File: src/rtl/ram_read_sequencer.sv
// Walks the RAM read port over a latched [first, last) window, one word per clock,
// and forwards each returned word with a write strobe and a 0-based buffer index.
module ram_read_sequencer #(
    parameter int SIZE   = 24,
    parameter int AW     = 13,
    parameter int RD_LAT = 1
) (
    input  logic            clk,
    input  logic            rst,
    input  logic [4:0]      step,
    input  logic            re_RAM,
    input  logic [AW-1:0]   firstaddr,
    input  logic [AW-1:0]   lastaddr,
    input  logic [SIZE-1:0] ram_q,
    output logic [AW-1:0]   ram_addr,
    output logic            ram_re,
    output logic            wr_en,
    output logic [AW-1:0]   wr_index,
    output logic [SIZE-1:0] dout,
    output logic            busy,
    output logic            done
);

    localparam logic [1:0] S_IDLE  = 2'd0;
    localparam logic [1:0] S_READ  = 2'd1;
    localparam logic [1:0] S_DRAIN = 2'd2;
    localparam logic [1:0] S_DONE  = 2'd3;

    localparam logic [AW-1:0] ONE = AW'(1);

    logic [1:0]        state_q, state_d;
    logic [AW-1:0]     first_q, first_d;
    logic [AW-1:0]     last_q, last_d;
    logic [AW-1:0]     addr_q, addr_d;
    logic [4:0]        step_q, step_d;
    logic [4:0]        step_done_q, step_done_d;
    logic [RD_LAT-1:0] pv_q, pv_d;
    logic [AW-1:0]     pidx_q [RD_LAT];
    logic [AW-1:0]     pidx_d [RD_LAT];

    logic              issue;
    logic              flush;
    logic [RD_LAT-1:0] pv_shift;

    assign issue = (state_q == S_READ);

    // Latency pipe: valid bit and index travel alongside each read.
    always_comb begin
        pv_shift[0] = issue;
        pidx_d[0]   = addr_q - first_q;
        for (int i = 1; i < RD_LAT; i++) begin
            pv_shift[i] = pv_q[i-1];
            pidx_d[i]   = pidx_q[i-1];
        end
        pv_d = flush ? '0 : pv_shift;
    end

    always_comb begin
        state_d     = state_q;
        first_d     = first_q;
        last_d      = last_q;
        addr_d      = addr_q;
        step_d      = step_q;
        step_done_d = step_done_q;
        flush       = 1'b0;
        unique case (state_q)
            S_IDLE: begin
                if (re_RAM && (step != step_done_q)) begin
                    first_d = firstaddr;
                    last_d  = lastaddr;
                    step_d  = step;
                    addr_d  = firstaddr;
                    state_d = (firstaddr >= lastaddr) ? S_DONE : S_READ;
                end
            end
            S_READ: begin
                if (!re_RAM) begin
                    state_d = S_IDLE;
                    flush   = 1'b1;
                end else if (addr_q == last_q - ONE) begin
                    state_d = S_DRAIN;
                end else begin
                    addr_d = addr_q + ONE;
                end
            end
            S_DRAIN: begin
                if (!re_RAM) begin
                    state_d = S_IDLE;
                    flush   = 1'b1;
                end else if (~|pv_shift) begin
                    state_d = S_DONE;
                end
            end
            S_DONE: begin
                step_done_d = step_q;
                state_d     = S_IDLE;
            end
            default: state_d = S_IDLE;
        endcase
    end

    always_ff @(posedge clk or posedge rst) begin
        if (rst) begin
            state_q     <= S_IDLE;
            first_q     <= '0;
            last_q      <= '0;
            addr_q      <= '0;
            step_q      <= '0;
            step_done_q <= '0;
            pv_q        <= '0;
            for (int i = 0; i < RD_LAT; i++) begin
                pidx_q[i] <= '0;
            end
        end else begin
            state_q     <= state_d;
            first_q     <= first_d;
            last_q      <= last_d;
            addr_q      <= addr_d;
            step_q      <= step_d;
            step_done_q <= step_done_d;
            pv_q        <= pv_d;
            for (int i = 0; i < RD_LAT; i++) begin
                pidx_q[i] <= pidx_d[i];
            end
        end
    end

    assign ram_re   = issue;
    assign ram_addr = addr_q;
    assign wr_en    = pv_q[RD_LAT-1];
    assign wr_index = pidx_q[RD_LAT-1];
    assign dout     = wr_en ? ram_q : '0;
    assign busy     = (state_q == S_READ) || (state_q == S_DRAIN);
    assign done     = (state_q == S_DONE);

endmodule

File: config.mk
export PLATFORM = sky130hd
export DESIGN_NAME = ram_read_sequencer
export DESIGN_NICKNAME = d
export VERILOG_FILES = /design/src/rtl/ram_read_sequencer.sv
export SDC_FILE = /design/constraint.sdc
export NUM_CORES = 1
export LEC_CHECK = 0
export CORE_AREA = 10 10 90 131
export CTS_CLUSTER_SIZE = 25
export DETAILED_ROUTE_END_ITERATION = 8
export DIE_AREA = 0 0 100 141
export DONT_BUFFER_PORTS = 1
export GPL_ROUTABILITY_DRIVEN = 0
export PLACE_DENSITY = 0.59
export SLEW_MARGIN = 20
export SYNTH_ARGS = -nofsm -noshare
export SYNTH_HDL_FRONTEND = slang
export SYNTH_SLANG_ARGS = --single-unit
File: constraint.sdc
create_clock -name clk -period 5.6 [get_ports clk]
set_input_delay 0.84 -clock clk [delete_from_list [all_inputs] [get_ports clk]]
set_output_delay 0.84 -clock clk [all_outputs]
set_load 0.01 [all_outputs]
==> impl_summary.txt, run 1 <==
----------------------------------------------------
[Die]
  Number of core rows ... 44
  Width of the die ... 100 um
  Die area ... approximately 0.014 mm^2
  Die Ht ... 141 um
  # IOs ... 112
  Area of the core ... 0.00952 mm^2
  Starting Density ... 44.4%

[Setup path]
  Delay of the slowest cell on the worst path ... 0.52 ns
  Critical Path Source Type ... flop
  Largest delay share family, worst path ... simple AND/OR/NAND/NOR gates
  Type of element capturing the critical path ... flop
  Data required time of the worst path ... 5.86 ns
  Maximum fanout along the worst path ... 10
  Slowest stage cell, crit path ... sky130_fd_sc_hd__or4_1
  Worst Path Arrival ... 3.28 ns
  Critical path class ... reg -> reg
  Critical-path cell list ... inv_1 -> ha_1 -> nor3b_1 -> nand4b_1 -> xnor2_1 -> nor4_2 -> a31oi_2 -> nand3_2 -> or4_1 -> nand3_1
  Crit path buf inv count ... 1

[Timing]
  RSZ-0062 raised after global routing ... no
  Pin slew with the least headroom to its limit ... 0.864 ns
  Max Clk Rate ... 331 MHz
  Aggregate negative setup slack ... 0 ns
  Time the worst path needs with I/O delays and setup ... 3.02 ns
  Relative slew margins ... 42.4%
  Final setup violation count ... 0
  Slew Viols, Final ... 0
  Ratio of final minimum period to clock period ... 53.9%
  Clock Skew ... 0.00481 ns
  Final hold violations ... 0

[Synth]
  Number of distinct library cells after synthesis ... between 60 and 70
  Syn_area_per_cell ... 9.47 um^2
  Most frequent cells after synthesis ... sky130_fd_sc_hd__dfrtp_1 (65), sky130_fd_sc_hd__inv_1 (36), sky130_fd_sc_hd__nand2_1 (36)
  Largest area contributor in the synthesized netlist ... sky130_fd_sc_hd__dfrtp_1
  Share of synthesized flip-flops with an asynchronous set or reset ... 100%
  Most repeated cell in the gate-level netlist after synthesis ... sky130_fd_sc_hd__dfrtp_1
  Area share of the largest cell type after synthesis ... 38.4%
  Instance count of the mapped netlist ... 447
  Number of synthesized register bits ... 65
  Flip-flop cell with the highest count after synthesis ... sky130_fd_sc_hd__dfrtp_1
  Nets in the synthesized netlist ... approximately 540
  Number of enable flip-flop cells after synthesis ... 0
  Number of synthesis warnings ... 0
  Syn Std Cell Area ... 0.00423 mm^2
  Largest cells by area after synthesis ... sky130_fd_sc_hd__dfrtp_1 (38%), sky130_fd_sc_hd__ha_1 (9.2%), sky130_fd_sc_hd__mux2_2 (6.1%), sky130_fd_sc_hd__xnor2_1 (4.3%), sky130_fd_sc_hd__and2_1 (3.7%)
  Sequential area share after synthesis ... roughly 38%

[Clock network]
  Clock buffers created by TritonCTS ... 9
  Number of buffers inserted by hold repair at cts ... 0
  Clk sink count ... 65
  Cts repair resizes ... 0
  TritonCTS clock tree ... done
  Depth of the CTS H-tree ... 3
  Root buffer cell ... sky130_fd_sc_hd__clkbuf_16
  Number of buffers on the longest clock path ... 2
  Clock insertion delay at the later pin of the skew report ... 0.33 ns
  Number of buffers inserted to repair setup after CTS ... 0
  CTS clk-pin slew, worst paths ... 0.05 ns

[Finish]
  Cell area after layout ... around 0.0046 mm^2
  Antenna fix cells ... 0
  Final nets ... 527
  Count of filler cells inserted in the layout ... just over 900
  Proportion of layout cells with a drive suffix above 1 ... 12.7%
  Post-route insts no fill ... roughly 560
  Area growth from synthesis to layout ... 9.05%
  Core utilization of the finished layout ... 48.4%

[Global routing]
  Overall track demand over capacity in global routing ... 15.2%
  Global-route wire length before repair ... 17100 um
  Vias in the first global route ... between 3000 and 4000
  Pin count of the biggest net entering global routing ... 56
  Antenna violations before repair ... 0
  Overall overflow remaining after global route ... 0

[Detailed routing]
  Count of TritonRoute iterations in the first routing pass ... 4
  DRC violations left ... 0
  Count of vias placed by the detailed router ... 3206
  Antenna Nets Post-Route ... 0
  DRC marker count from the first detailed-route iteration ... around 130
  Total wirelength of the detailed-routed design ... 10800 um
  Wire length per cell after detailed routing ... 19.4 um
  Via-to-Cell Ratio ... 5.78

[Placement]
  Total of buffers placed on input and output ports ... 0
  Placed insts ... 541
  HPWL reported at the end of detailed placement ... 8620 um
  Area after DPL ... 0.00428 mm^2

[Power and ir drop]
  Worst voltage drop across the vdd grid ... a little over 0.0003 V
  P per Cell Area ... 683 mW/mm^2
  Standby leakage power ... 0.00205 uW
  Post-route total power ... between 3000 and 4000 uW

[Run status]
  Status ... complete, no violations

[Worst hold path]
  Worst min-delay path class ... in -> async

[Run]
  Maximum capacitance violations ... 0

----------------------------------------------------
[stage by stage]
step                      worst slack (ns)  hold slack [ns]
final                                 2.58            0.305
after global routing                  2.26            0.314
after CTS                             2.57            0.310
after detailed placement              2.40            0.490
after global placement                2.48            0.470
after floorplan                       2.94            0.454
[worst register-to-register path, delay by kind of cell (launching register included)]
kind / cells / cell delay, ns
flops: 1 / 0.44
fa+ha+maj: 1 / 0.28
simple gates: 6 / 1.57
buf+inv: 1 / 0.09
xor+xnor: 1 / 0.22
compound gates: 1 / 0.36
[cell families after synthesis]
group,share of synthesized area [%]
AND/OR/NAND/NOR,17.8
multiplexers,6.83
adder cells (fa/ha/maj),9.64
XOR/XNOR,6.62
buffers and inverters,5.77
flip-flops,38.4
AO/OA/AOI/OAI,14.9
[metal layers]
layer | GRT usage, % | share of wire, % | vias up
met2 | 25.9 | 50 | 129
li1 | - | - | 1553
met1 | 15.1 | 35 | 1501
met4 | 6.57 | 2.9 | 0
met5 | 0 | 0 | -
met3 | 7.78 | 12 | 23
[final timing paths]
path                            cells past startpoint  slack (ns)  startpoint          end
worst max-delay path                               10        2.58   last_q[0]  ram_addr[9]
worst min-delay path                                1        0.30         rst  wr_index[9]
worst max register to register                     10        2.58   last_q[0]  ram_addr[9]
worst min register to register                      2        0.50  first_q[0]   first_q[0]
max in group asynchronous                           2        4.34         rst    last_q[4]
min in group clk                                    2        0.50  first_q[0]   first_q[0]
[placed cells by master (no fill, tap or decap), types with 2 or more instances in the layout]
cell and n:
sky130_fd_sc_hd__mux2_2 23, sky130_fd_sc_hd__nor3_1 11, sky130_fd_sc_hd__o311ai_0 2, sky130_fd_sc_hd__dfrtp_1 65
sky130_fd_sc_hd__mux2i_1 3, sky130_fd_sc_hd__inv_1 35, sky130_fd_sc_hd__or3_1 2, sky130_fd_sc_hd__and2_1 25
sky130_fd_sc_hd__o211ai_1 4, sky130_fd_sc_hd__xor2_1 11, sky130_fd_sc_hd__buf_4 2, sky130_fd_sc_hd__o32a_1 2
sky130_fd_sc_hd__nand2b_1 3, sky130_fd_sc_hd__a22oi_1 4, sky130_fd_sc_hd__a21oi_1 19, sky130_fd_sc_hd__nand4b_1 2
sky130_fd_sc_hd__nand3_1 11, sky130_fd_sc_hd__o21a_1 3, sky130_fd_sc_hd__ha_1 31, sky130_fd_sc_hd__or2_2 5
sky130_fd_sc_hd__xnor2_1 21, sky130_fd_sc_hd__nand2_1 36, sky130_fd_sc_hd__a21o_1 4, sky130_fd_sc_hd__clkbuf_16 9
sky130_fd_sc_hd__a31oi_1 2, sky130_fd_sc_hd__a311oi_1 2, sky130_fd_sc_hd__nand4_1 6, sky130_fd_sc_hd__or4_1 2
sky130_fd_sc_hd__a21boi_0 4, sky130_fd_sc_hd__bufinv_16 3, sky130_fd_sc_hd__and3_1 6, sky130_fd_sc_hd__a31o_2 2
sky130_fd_sc_hd__nor2_1 21, sky130_fd_sc_hd__nor4_1 2, sky130_fd_sc_hd__o31ai_1 3, sky130_fd_sc_hd__o21ai_0 25
[cell type report]
class | instances | area, um^2 | area share (%)
Multi-Input combinational cell | 323 | 2360 | 51.2
Tap cell | 115 | 144 | 3.12
Sequential cell | 65 | 1630 | 35.2
Clock buffer | 11 | 243 | 5.26
Inverter | 36 | 135 | 2.93
Timing Repair Buffer | 2 | 15.0 | 0.325
Clock inverter | 3 | 90.1 | 1.95
[power by group]
group	switching, uW	total (uW)	internal, uW
sequential	343	1060	720
combinational	763	1460	695
clock	190	632	442
[flip-flops by register name (all words and copies together), names as in the netlist]
register / cells
wr_en: 1
last_q: 13
step_done_q: 5
first_q: 13
state_q: 2
wr_index: 13
step_q: 5
ram_addr: 13
No activity file was read; power rests on OpenSTA's default activity.
==> run 2, diff against run 1 <==
==> constraint.sdc (replaced) <==
create_clock -name clk -period 3 [get_ports clk]
set_input_delay 0.45 -clock clk [delete_from_list [all_inputs] [get_ports clk]]
set_output_delay 0.45 -clock clk [all_outputs]
set_load 0.01 [all_outputs]
==> run 2 against run 1 <==
Setup slack worse by 2.4 ns. Sequential share of layout area is 0.48 points lower. Design area is 1.4% higher. Clock skew is 0.0037 ns higher. Combinational power is 100% higher. Sequential cell count stayed put. Largest cell class unchanged. Non-clock buffer count is 11 higher. Die area stayed put. Sequential power is 76% higher. Clock-buffer cell count is 1 lower. Critical path depth stayed put. Total power is 86% higher.
==> impl_summary.txt, run 2 (synthesized netlist as in run 1, its figures left out) <==
----------------------------------------------------
[Run status]
  Status ... complete, no violations

[Finish]
  Area growth from synthesis to layout ... 10.6%
  Most common cell after layout, fill and taps aside ... sky130_fd_sc_hd__dfrtp_1
  Cell area after layout ... 0.00468 mm^2 (+1.4%)
  Leading cell types in the layout, fill and taps excluded ... sky130_fd_sc_hd__dfrtp_1 (65), sky130_fd_sc_hd__nand2_1 (36), sky130_fd_sc_hd__inv_1 (35)
  Final nets ... 538 (+2.1%)
  Post-route insts no fill ... 567 (+2.2%)
  Antenna fix cells ... 0 (unchanged)
  Proportion of layout cells with a drive suffix above 1 ... 15.5% (+2.8 points)

[Timing]
  Ratio of final minimum period to clock period ... 93.5% (+40 points)
  RSZ-0062 raised after global routing ... no
  Final setup violation count ... 0 (unchanged)
  Time the worst path needs with I/O delays and setup ... 2.80 ns (-0.213 ns)
  Relative slew margins ... 51.2% (+8.8 points)
  Pin slew with the least headroom to its limit ... 0.731 ns (-0.132 ns)
  Clock Skew ... 0.00849 ns (+0.00368 ns)
  Tightest hold margin ... 0.124 ns (-0.180 ns)
  Max Clk Rate ... 357 MHz (+7.6%)
  Aggregate negative setup slack ... 0 ns (unchanged)
  Final hold violations ... 0 (unchanged)
  Slew Viols, Final ... 0 (unchanged)

[Die]
  Width of the die ... 100 um (unchanged)
  Die Ht ... 141 um (unchanged)
  Area of the core ... 0.00952 mm^2 (unchanged)
  Die area ... 0.0141 mm^2 (unchanged)
  Number of core rows ... 44 (unchanged)
  Starting Density ... 44.4% (unchanged)
  # IOs ... 112 (unchanged)

[Detailed routing]
  Count of TritonRoute iterations in the first routing pass ... 4 (unchanged)
  Via-to-Cell Ratio ... 5.73 (-0.83%)
  Count of vias placed by the detailed router ... 3248 (+1.3%)
  DRC marker count from the first detailed-route iteration ... 204 (+59%)
  Total wirelength of the detailed-routed design ... 11200 um (+4.2%)
  DRC violations left ... 0 (unchanged)
  Antenna Nets Post-Route ... 0 (unchanged)
  Wire length per cell after detailed routing ... 19.8 um (+2.0%)

[Worst hold path]
  Worst min-delay path class ... in -> async

[Setup path]
  Worst Path Arrival ... 3.07 ns (-0.21 ns)
  Maximum fanout along the worst path ... 10 (unchanged)
  Critical path class ... reg -> reg
  Data required time of the worst path ... 3.27 ns (-2.59 ns)
  Worst R2R Path Depth ... 10 (unchanged)
  Critical Path Source Type ... flop
  Type of element capturing the critical path ... flop

[Global routing]
  Pin count of the biggest net entering global routing ... 46 (-18%)
  Overall overflow remaining after global route ... 0 (unchanged)
  Overall track demand over capacity in global routing ... 15.9% (+0.71 points)
  Global-route wire length before repair ... 17700 um (+3.4%)
  Vias in the first global route ... 3270 (+1.1%)
  Antenna violations before repair ... 0 (unchanged)

[Run]
  Maximum capacitance violations ... 0 (unchanged)

[Placement]
  Area after DPL ... 0.00438 mm^2 (+2.2%)
  Placed insts ... 552 (+2.0%)
  Total of buffers placed on input and output ports ... 0 (unchanged)
  HPWL reported at the end of detailed placement ... 9050 um (+4.9%)

[Power and ir drop]
  Post-route total power ... 5870 uW (+86%)
  P per Cell Area ... 1250 mW/mm^2 (+84%)
  Standby leakage power ... 0.00209 uW (+1.7%)
  Worst voltage drop across the vdd grid ... 0.000503 V (+66%)

[Clock network]
  Depth of the CTS H-tree ... 3 (unchanged)
  CTS clk-pin slew, worst paths ... 0.06 ns (about the same)
  Number of buffers inserted by hold repair at cts ... 0 (unchanged)
  Root buffer cell ... sky130_fd_sc_hd__clkbuf_16
  TritonCTS clock tree ... done
  Number of buffers on the longest clock path ... 2 (unchanged)
  Clk sink count ... 65 (unchanged)
  Clock buffers created by TritonCTS ... 9 (unchanged)
  Number of buffers inserted to repair setup after CTS ... 0 (unchanged)
  Clock insertion delay at the later pin of the skew report ... 0.33 ns (about the same)

----------------------------------------------------
run 2: final timing paths:
path	from	end	slack, ns
max	last_q[0]	ram_addr[9]	0.20
min	rst	wr_index[8]	0.12
max reg2reg	last_q[0]	ram_addr[9]	0.20
min reg2reg	last_q[12]	last_q[12]	0.50
max in group asynchronous	rst	last_q[8]	2.23
min in group clk	firstaddr[9]	ram_addr[9]	0.24
run 2: critical path, stage by stage, from the launching register on:
cell,delay [ns]
sky130_fd_sc_hd__dfrtp_1,0.44
sky130_fd_sc_hd__inv_1,0.09
sky130_fd_sc_hd__ha_2,0.24
sky130_fd_sc_hd__or3b_2,0.48
sky130_fd_sc_hd__o21ai_0,0.16
sky130_fd_sc_hd__o311a_1,0.19
sky130_fd_sc_hd__nor4_2,0.05
sky130_fd_sc_hd__a31oi_2,0.30
sky130_fd_sc_hd__nand3_4,0.17
sky130_fd_sc_hd__or4_1,0.53
sky130_fd_sc_hd__nand3_1,0.09
run 2: final cells by class:
class | instances | area (um^2)
fill | 906 | 4850
multi-input combinational | 323 | 2380
sequential | 65 | 1630
clock buffer | 10 | 229
tap | 115 | 144
inverter | 36 | 135
timing repair buffer | 13 | 110
clock inverter | 5 | 57.6
run 2: where the power goes:
group | switching (uW) | internal (uW) | total [uW]
Clock | 388 | 638 | 1030
Sequential | 525 | 1350 | 1870
Combinational | 1580 | 1390 | 2970
run 2: metal layers:
metal	part of all wire (%)	track usage [%]
met3	11	8.51
met1	35	15.4
met4	3.4	7.91
met2	51	26.9
met5	0	0
run 2: timing repair:
item                                    in CTS  in global routing
gates resized for setup                      0                  5
endpoints found under the setup margin       0                  5
hold endpoints to repair                     0                  0
run 2: stage by stage:
stage	worst slack, ns	utilization, %
after global placement	0.235	46.0
after CTS	0.124	49.0
after detailed placement	0.142	46.0
after floorplan	0.344	-
after global routing	0.0159	49.1
final	0.195	49.1
